[src/rtl/wb_master_ctrl.sv]
// Wishbone classic initiator: one local command becomes one bus transfer and one response.
// Optional ACK timeout compiled in when WB_MASTER_TIMEOUT_EN is defined.
module wb_master_ctrl #(
  parameter int unsigned TIMEOUT_CYCLES = 16
) (
  input  logic        CLK_I,
  input  logic        RST_I,
  input  logic        CMD_VALID,
  output logic        CMD_READY,
  input  logic        CMD_WE,
  input  logic [31:0] CMD_ADDR,
  input  logic [3:0]  CMD_SEL,
  input  logic [31:0] CMD_DATA,
  output logic        RSP_VALID,
  input  logic        RSP_READY,
  output logic [31:0] RSP_DATA,
  output logic        RSP_ERR,
  output logic        CYC_O,
  output logic        STB_O,
  output logic        WE_O,
  output logic [3:0]  SEL_O,
  output logic [31:0] ADR_O,
  output logic [31:0] DAT_O,
  input  logic [31:0] DAT_I,
  input  logic        ACK_I
);

  localparam int unsigned AW = 32;
  localparam int unsigned DW = 32;
  localparam int unsigned SW = 4;

  if (TIMEOUT_CYCLES < 2 || TIMEOUT_CYCLES > 65535) begin : g_bad_timeout
    $error("wb_master_ctrl: TIMEOUT_CYCLES must be within 2..65535");
  end

  typedef enum logic [1:0] {
    IDLE = 2'd0,
    BUS  = 2'd1,
    RESP = 2'd2
  } state_e;

  state_e          state_q, state_d;
  logic            cmd_ready_q, cmd_ready_d;
  logic            bus_q, bus_d;
  logic            we_q, we_d;
  logic [SW-1:0]   sel_q, sel_d;
  logic [AW-1:0]   adr_q, adr_d;
  logic [DW-1:0]   dat_q, dat_d;
  logic            rsp_valid_q, rsp_valid_d;
  logic [DW-1:0]   rsp_data_q, rsp_data_d;

`ifdef WB_MASTER_TIMEOUT_EN
  localparam int unsigned CNT_W = 16;
  logic [CNT_W-1:0] cnt_q, cnt_d;
  logic             rsp_err_q, rsp_err_d;
`endif

  // Next-state and registered-output computation
  always_comb begin
    state_d    = state_q;
    we_d       = we_q;
    sel_d      = sel_q;
    adr_d      = adr_q;
    dat_d      = dat_q;
    rsp_data_d = rsp_data_q;
`ifdef WB_MASTER_TIMEOUT_EN
    cnt_d      = cnt_q;
    rsp_err_d  = rsp_err_q;
`endif
    case (state_q)
      IDLE: begin
        if (CMD_VALID && cmd_ready_q) begin
          state_d = BUS;
          we_d    = CMD_WE;
          sel_d   = CMD_SEL;
          adr_d   = CMD_ADDR;
          dat_d   = CMD_DATA;
`ifdef WB_MASTER_TIMEOUT_EN
          cnt_d   = '0;
`endif
        end
      end
      BUS: begin
        if (ACK_I) begin
          state_d    = RESP;
          rsp_data_d = we_q ? '0 : DAT_I;
`ifdef WB_MASTER_TIMEOUT_EN
          rsp_err_d  = 1'b0;
        end else if (cnt_q == CNT_W'(TIMEOUT_CYCLES - 1)) begin
          state_d    = RESP;
          rsp_data_d = '0;
          rsp_err_d  = 1'b1;
        end else begin
          cnt_d      = cnt_q + CNT_W'(1);
`endif
        end
      end
      RESP: begin
        if (RSP_READY) begin
          state_d = IDLE;
        end
      end
      default: state_d = IDLE;
    endcase
    // Handshake and bus strobes follow the state being entered, so they are flop outputs
    cmd_ready_d = (state_d == IDLE);
    bus_d       = (state_d == BUS);
    rsp_valid_d = (state_d == RESP);
  end

  always_ff @(posedge CLK_I) begin
    if (RST_I) begin
      state_q     <= IDLE;
      cmd_ready_q <= 1'b0;
      bus_q       <= 1'b0;
      we_q        <= 1'b0;
      sel_q       <= '0;
      adr_q       <= '0;
      dat_q       <= '0;
      rsp_valid_q <= 1'b0;
      rsp_data_q  <= '0;
`ifdef WB_MASTER_TIMEOUT_EN
      cnt_q       <= '0;
      rsp_err_q   <= 1'b0;
`endif
    end else begin
      state_q     <= state_d;
      cmd_ready_q <= cmd_ready_d;
      bus_q       <= bus_d;
      we_q        <= we_d;
      sel_q       <= sel_d;
      adr_q       <= adr_d;
      dat_q       <= dat_d;
      rsp_valid_q <= rsp_valid_d;
      rsp_data_q  <= rsp_data_d;
`ifdef WB_MASTER_TIMEOUT_EN
      cnt_q       <= cnt_d;
      rsp_err_q   <= rsp_err_d;
`endif
    end
  end

  assign CMD_READY = cmd_ready_q;
  assign CYC_O     = bus_q;
  assign STB_O     = bus_q;
  assign WE_O      = we_q;
  assign SEL_O     = sel_q;
  assign ADR_O     = adr_q;
  assign DAT_O     = dat_q;
  assign RSP_VALID = rsp_valid_q;
  assign RSP_DATA  = rsp_data_q;
`ifdef WB_MASTER_TIMEOUT_EN
  assign RSP_ERR   = rsp_err_q;
`else
  assign RSP_ERR   = 1'b0;
`endif

endmodule

[config.mk]
export PLATFORM = sky130hd
export DESIGN_NAME = wb_master_ctrl
export DESIGN_NICKNAME = d
export VERILOG_FILES = /design/src/rtl/wb_master_ctrl.sv
export SDC_FILE = /design/constraint.sdc
export NUM_CORES = 1
export LEC_CHECK = 0
export CORE_MARGIN = 10
export CORE_UTILIZATION = 38
export CTS_CLUSTER_DIAMETER = 120
export DETAILED_ROUTE_END_ITERATION = 8
export PLACE_DENSITY = 0.87
export SYNTH_ARGS = -nofsm -noshare
export SYNTH_HDL_FRONTEND = slang
export SYNTH_SLANG_ARGS = --single-unit
[constraint.sdc]
create_clock -name CLK_I -period 1.2 [get_ports CLK_I]
set_clock_uncertainty 0.15 [all_clocks]
set_input_delay 0.24 -clock CLK_I [delete_from_list [all_inputs] [get_ports CLK_I]]
set_output_delay 0.24 -clock CLK_I [all_outputs]
set_load 0.01 [all_outputs]
==> results of run 1 <==
==> final timing paths <==
path         cells past startpoint                   start                endpoint
min reg2reg                      2  ADR_O[12]$_SDFFE_PP0P_  ADR_O[12]$_SDFFE_PP0P_
min                              3              CMD_SEL[3]   SEL_O[3]$_SDFFE_PP0P_
max reg2reg                      3   state_q[1]$_SDFF_PP0_  ADR_O[25]$_SDFFE_PP0P_
max                              3   state_q[1]$_SDFF_PP0_  ADR_O[25]$_SDFFE_PP0P_
==> placed cells by master, fill, tap and decap left out <==
cell type and instances:
buf_6 108, o21ba_4 1, and3b_2 1, mux2i_2 1, nor2b_1 1, nand3b_1 1, clkinvlp_4 1, inv_4 1
or3b_4 17, buf_12 9, conb_1 1, clkbuf_1 1, and4bb_4 1, clkinv_2 3, mux2i_1 100, dfxtp_4 1
nand2b_1 170, dfxtp_2 105, buf_16 3, nor4b_1 1, nor3b_1 1, clkbuf_16 9, or3b_1 16, o21ba_2 1
buf_4 71, a21oi_2 2, clkdlybuf4s50_1 104, clkbuf_8 1
==> routing by layer <==
layer  share of wire, %  wire [um]  vias to the layer above  GRT usage (%)
li1                   -          -                     2042              -
met3                7.3       1120                       20           6.28
met4                2.4        371                        0           7.09
met2                 51       7860                      131           29.2
met5                  0          0                        -              0
met1                 39       6010                     1924           17.5
==> power groups by stage <==
stage / Clock (uW) / Combinational, uW / Sequential (uW)
final: 2810 / 1760 / 3850
after floorplan: 0 / 664 / 3930
after detailed placement: 0 / 1590 / 3860
after CTS: 2850 / 1700 / 3840
after global placement: 0 / 1540 / 3860
after global routing: 3010 / 1880 / 3860
==> timing repair <==
action,in CTS,in global routing
pin swaps,2,1
buffers inserted,14,26
setup endpoints to repair,211,193
gates resized for setup,634,13
gates cloned,3,0
==> critical path, cell delays in order (launching register included) <==
cell,delay [ns]
dfxtp_2,0.33
and4bb_4,0.39
buf_12,0.24
mux2i_1,0.25
==> cell type report <==
cell class                      count  area [um^2]
Timing Repair Buffer              295         3050
Multi-Input combinational cell    315         2510
Clock buffer                       11          243
Sequential cell                   106         2260
Fill cell                         932         4210
Clock inverter                      5         28.8
Tap cell                          172          215
==> flip-flops by register name, summed over array words and instances (netlist names) <==
signal     cells
CYC_O          1
state_q        2
SEL_O          4
WE_O           1
RSP_VALID      1
RSP_DATA      32
DAT_O         32
CMD_READY      1
ADR_O         32
==> metrics by stage <==
step	hold WS (ns)	utilization, %	instances	setup WS [ns]	total power, uW
global placement	0.307	58.8	846	-0.482	5400
finish	0.292	66.4	904	-0.259	8410
global route	0.293	66.4	904	-0.307	8750
floorplan	0.235	-	461	-0.0921	4590
detailed placement	0.313	58.8	846	-0.537	5450
CTS	0.282	64.5	878	-0.244	8400
==> cells by family after synthesis <==
group,after synthesis,share of synthesized area [%]
AO/OA/AOI/OAI,4,0.622
flip-flops,106,44.0
buffers and inverters,40,5.29
other,1,0.0777
AND/OR/NAND/NOR,209,29.1
multiplexers,101,20.9
==> results.py, run 1 <==
metrics = {
    "yosys": {
        "ys_types": 18,
        "seq_area_frac_synth_pct": 44.0,
        "yosys.area.top_type": "dfxtp_1",
        "yosysMostFrequentCell": "nand2b_1",
        "synthTopCellsByArea": "dfxtp_1 44%, nand2b_1 22%, mux2i_1 21%",
        "yosysWarnings": 0,
        "netlist_instances": 461,
        "async_reset_ff_share_pct": 0,
        "synthDominantCellAreaShare_pct": 44.0,
        "postSynthNetCount": 567,
        "synth_area_per_cell_um2": 10.5,
        "synthTopCellsByCount": "170 x nand2b_1, 106 x dfxtp_1, 101 x mux2i_1",
        "synth_area_um2": 4830,
        "synth-edff-count": 0,
        "ys.flop_type": "dfxtp_1",
        "ys_seq_elements": 106,
    },
    "floorplan": {
        "start_util_pct": 38.6,
        "die_area_um2": 17600,
        "die_x_um": 133,
        "ios": 212,
        "core_um2": 12500,
        "num_rows": 41,
        "die_y_um": 133,
    },
    "pwr": {
        "netSwitchingFraction_pct": 24.7,
        "clock_power_share_pct": 33.3,
        "p_per_area_nw_per_um2": 1010,
        "irDropWorstVdd_mv": 0.609,
        "power.switching_uw": 2080,
        "power.leakage_uw": 0.00336,
        "comb_power_share_pct": 20.9,
        "pwr-share-seq_pct": 45.7,
        "intPower_uw": 6330,
    },
    "worst_setup_path": {
        "arrival_ns": 1.57,
        "cp.required_ns": 1.31,
        "end_kind": "register",
        "crit_type": "reg2reg",
        "critPathLaunchType": "register",
        "crit_fanout": 30,
        "r2r_slack_ns": -0.26,
    },
    "global_route": {
        "grt_overflow": 0,
        "grt_max_degree": 64,
        "grt_pass1_vias": 4504,
        "grt_pass1_wl_um": 23800,
        "grt_usage_pct": 16.7,
        "antenna_found_initial": 0,
    },
    "drt": {
        "drt_iter0_drc": 198,
        "first_pass_iters": 4,
        "drt-total-wl_um": 15400,
        "wl_per_cell_um": 17.0,
        "drc": 0,
        "antenna_left": 0,
        "vias": 4117,
        "routed_via_density": 4.55,
    },
    "finish": {
        "finalInstanceArea_um2": 8310,
        "layout-drive-gt1-share_pct": 45.9,
        "syn2layout_area_growth_pct": 72.2,
        "num_antenna_cells": 0,
        "fin_nets": 833,
    },
    "run_status": {
        "outcome": "finished with violations",
        "violations": "setup timing",
    },
    "sta": {
        "slew_headroom_pct": 58.4,
        "setup_viol": 109,
        "setup_slack_ns": -0.259,
        "fin_crit_sh_pct": 122,
        "maxSlewViolCount": 0,
        "worstMarginPinSlew_ns": 0.624,
        "setup_tns_ns": -21.00,
        "rsz0062_at_grt": "yes",
        "period_minus_slack_ns": 1.46,
        "finalHoldViolations": 0,
        "max_freq_mhz": 685,
    },
    "run": {
        "drv_cap": 0,
    },
    "placed_design": {
        "gp_congestion": 0.747,
        "placed_cell_area_um2": 7360,
        "io_buffers": 210,
        "dp_hpwl_um": 10700,
    },
    "cts": {
        "cts_buffer_depth": 2,
        "htree_levels": 3,
        "cts_buffers": 9,
        "clkTransAtPathRegs_ns": 0.07,
        "cts-hold-fix-buffers": 0,
        "clk_latency_ns": 0.35,
        "cts_tree": "yes",
        "cts_root_buf": "clkbuf_16",
        "cts_sinks": 106,
    },
    "min_path": {
        "hp-class": "in2reg",
    },
}
Note: power is estimated with default switching activity, not from simulation.
==> inputs of run 2 (changes only) <==
--- a/config.mk
+++ b/config.mk
@@ -10,6 +10,7 @@
 export CTS_CLUSTER_DIAMETER = 120
 export DETAILED_ROUTE_END_ITERATION = 8
 export PLACE_DENSITY = 0.87
+export REMOVE_ABC_BUFFERS = 1
 export SYNTH_ARGS = -nofsm -noshare
 export SYNTH_HDL_FRONTEND = slang
 export SYNTH_SLANG_ARGS = --single-unit
==> run 2 against run 1 <==
Compared with the run above:
- the run still ends with setup timing left
- cell count is 1.0% higher
- non-clock buffer count is 10 higher
- combinational power is 9.7% higher
- worst setup slack worse by 0.014 ns
- hold slack worse by 0.027 ns
- clock-buffer cell count is 1 lower
- sequential share of layout area is 1.0 points lower
- critical endpoint is now RSP_DATA[28]$_SDFFE_PP0P_
- largest power group unchanged
- highest routed layer unchanged
==> results.py, run 2 (same netlist as run 1, synthesis figures left out) <==
metrics = {
    "sta": {
        "rsz0062_at_grt": "yes",
        "finalHoldViolations": 0,
        "setup_tns_ns": -21.30,
        "fin_crit_sh_pct": 123,
        "maxSlewViolCount": 0,
        "max_freq_mhz": 679,
        "setup_slack_ns": -0.273,
        "setup_viol": 106,
        "period_minus_slack_ns": 1.47,
    },
    "pwr": {
        "p_per_area_nw_per_um2": 1010,
        "irDropWorstVdd_mv": 0.659,
        "power.leakage_uw": 0.00348,
    },
    "drt": {
        "drc": 0,
        "drt-total-wl_um": 16000,
        "wl_per_cell_um": 17.6,
        "drt_iter0_drc": 105,
        "routed_via_density": 4.56,
        "antenna_left": 0,
        "first_pass_iters": 4,
        "vias": 4159,
    },
    "worst_setup_path": {
        "r2r_slack_ns": -0.27,
        "cp.required_ns": 1.28,
        "arrival_ns": 1.55,
        "crit_type": "reg2reg",
        "critPathLaunchType": "register",
        "end_kind": "register",
        "crit_fanout": 5,
        "reg2reg_depth": 6,
    },
    "placed_design": {
        "gp_congestion": 0.754,
        "io_buffers": 210,
        "placed_cell_area_um2": 7440,
        "dp_hpwl_um": 11100,
    },
    "finish": {
        "layout_commonest_cell": "nand2b_1",
        "finalInstanceArea_um2": 8620,
        "syn2layout_area_growth_pct": 78.7,
        "layout_common_cells": "170 x nand2b_1, 106 x buf_6, 104 x dfxtp_2, 104 x clkdlybuf4s50_1, 92 x mux2i_1",
        "layout-drive-gt1-share_pct": 47.8,
        "num_antenna_cells": 0,
        "fin_nets": 843,
        "n_fill_cell": 939,
    },
    "cts": {
        "cts_sinks": 106,
        "cts_buffers": 9,
        "clkTransAtPathRegs_ns": 0.07,
        "htree_levels": 3,
        "cts-hold-fix-buffers": 0,
        "cts_root_buf": "clkbuf_16",
        "clk_latency_ns": 0.34,
        "cts_buffer_depth": 2,
        "cts_tree": "yes",
    },
    "min_path": {
        "worstHoldPathCells": 4,
        "hp-class": "in2reg",
    },
    "global_route": {
        "grt_pass1_wl_um": 24300,
        "grt_overflow": 0,
        "grt_usage_pct": 16.9,
        "grt_max_degree": 36,
        "antenna_found_initial": 0,
        "grt_pass1_vias": 4474,
    },
    "floorplan": {
        "die_area_um2": 17600,
        "ios": 212,
        "start_util_pct": 38.6,
        "num_rows": 41,
        "core_um2": 12500,
        "die_x_um": 133,
        "die_y_um": 133,
    },
    "run_status": {
        "violations": "setup timing",
        "outcome": "finished with violations",
    },
    "run": {
        "drv_cap": 0,
    },
}
==> run 2: layout make-up <==
| type | instances | area (um^2) | share of cell area (%) |
|---|---|---|---|
| timing repair buffer | 305 | 3330 | 38.7 |
| clock inverter | 5 | 55.1 | 0.639 |
| clock buffer | 10 | 239 | 2.77 |
| multi-input combinational | 315 | 2520 | 29.3 |
| sequential | 106 | 2260 | 26.2 |
| tap | 172 | 215 | 2.50 |
==> run 2: worst paths after layout <==
check / startpoint / to
max: state_q[0]$_SDFF_PP0_ / RSP_DATA[28]$_SDFFE_PP0P_
min: RST_I / RSP_DATA[19]$_SDFFE_PP0P_
max reg2reg: state_q[0]$_SDFF_PP0_ / RSP_DATA[28]$_SDFFE_PP0P_
min reg2reg: ADR_O[21]$_SDFFE_PP0P_ / ADR_O[21]$_SDFFE_PP0P_
==> run 2: stage by stage <==
step / setup slack (ns) / hold slack (ns) / total power [uW] / cells / util (%)
3_3_place_gp: -0.511 / 0.308 / 5430 / 860 / 59.5
4_1_cts: -0.269 / 0.272 / 8610 / 889 / 65.2
3_5_place_dp: -0.578 / 0.313 / 5480 / 860 / 59.5
2_1_floorplan: -1.21 / 0.159 / 4440 / 421 / -
6_report: -0.273 / 0.265 / 8730 / 913 / 68.9
5_1_grt: -0.317 / 0.299 / 9060 / 913 / 68.9
==> run 2: timing repair <==
item / in CTS / in global routing
pin swaps: 1 / 1
resized for setup: 619 / 45
hold endpoints to repair: 0 / 0
setup endpoints to repair: 210 / 170
cloned: 7 / 4
buffers inserted: 7 / 20
==> run 2: critical path, cell delays in order (launching register included) <==
cell and delay, ns:
dfxtp_1 0.31, buf_4 0.14, and3b_2 0.23, buf_12 0.15, buf_12 0.12, buf_16 0.12, mux2i_2 0.14
==> run 2: routing by layer <==
layer	vias to the layer above	GRT usage [%]	part of all wire, %
met2	103	32.0	56
li1	2062	-	-
met5	-	0	0
met4	0	5.56	1.2
met1	1983	18.2	38
met3	11	3.60	4.7
==> run 2: power by group <==
group	total, uW	internal [uW]	leakage [uW]	switching (uW)
clock network	2940	1660	0.000140	1280
logic	1930	1280	0.00243	654
registers	3860	3720	0.000910	136
==> inputs of run 3 (changes only) <==
--- a/config.mk
+++ b/config.mk
@@ -5,6 +5,7 @@
 export SDC_FILE = /design/constraint.sdc
 export NUM_CORES = 1
 export LEC_CHECK = 0
+export CAP_MARGIN = 0
 export CORE_MARGIN = 10
 export CORE_UTILIZATION = 38
 export CTS_CLUSTER_DIAMETER = 120
==> results of run 3 <==
Same layout as run 2: the final DEF is identical, and so are final timing and power.
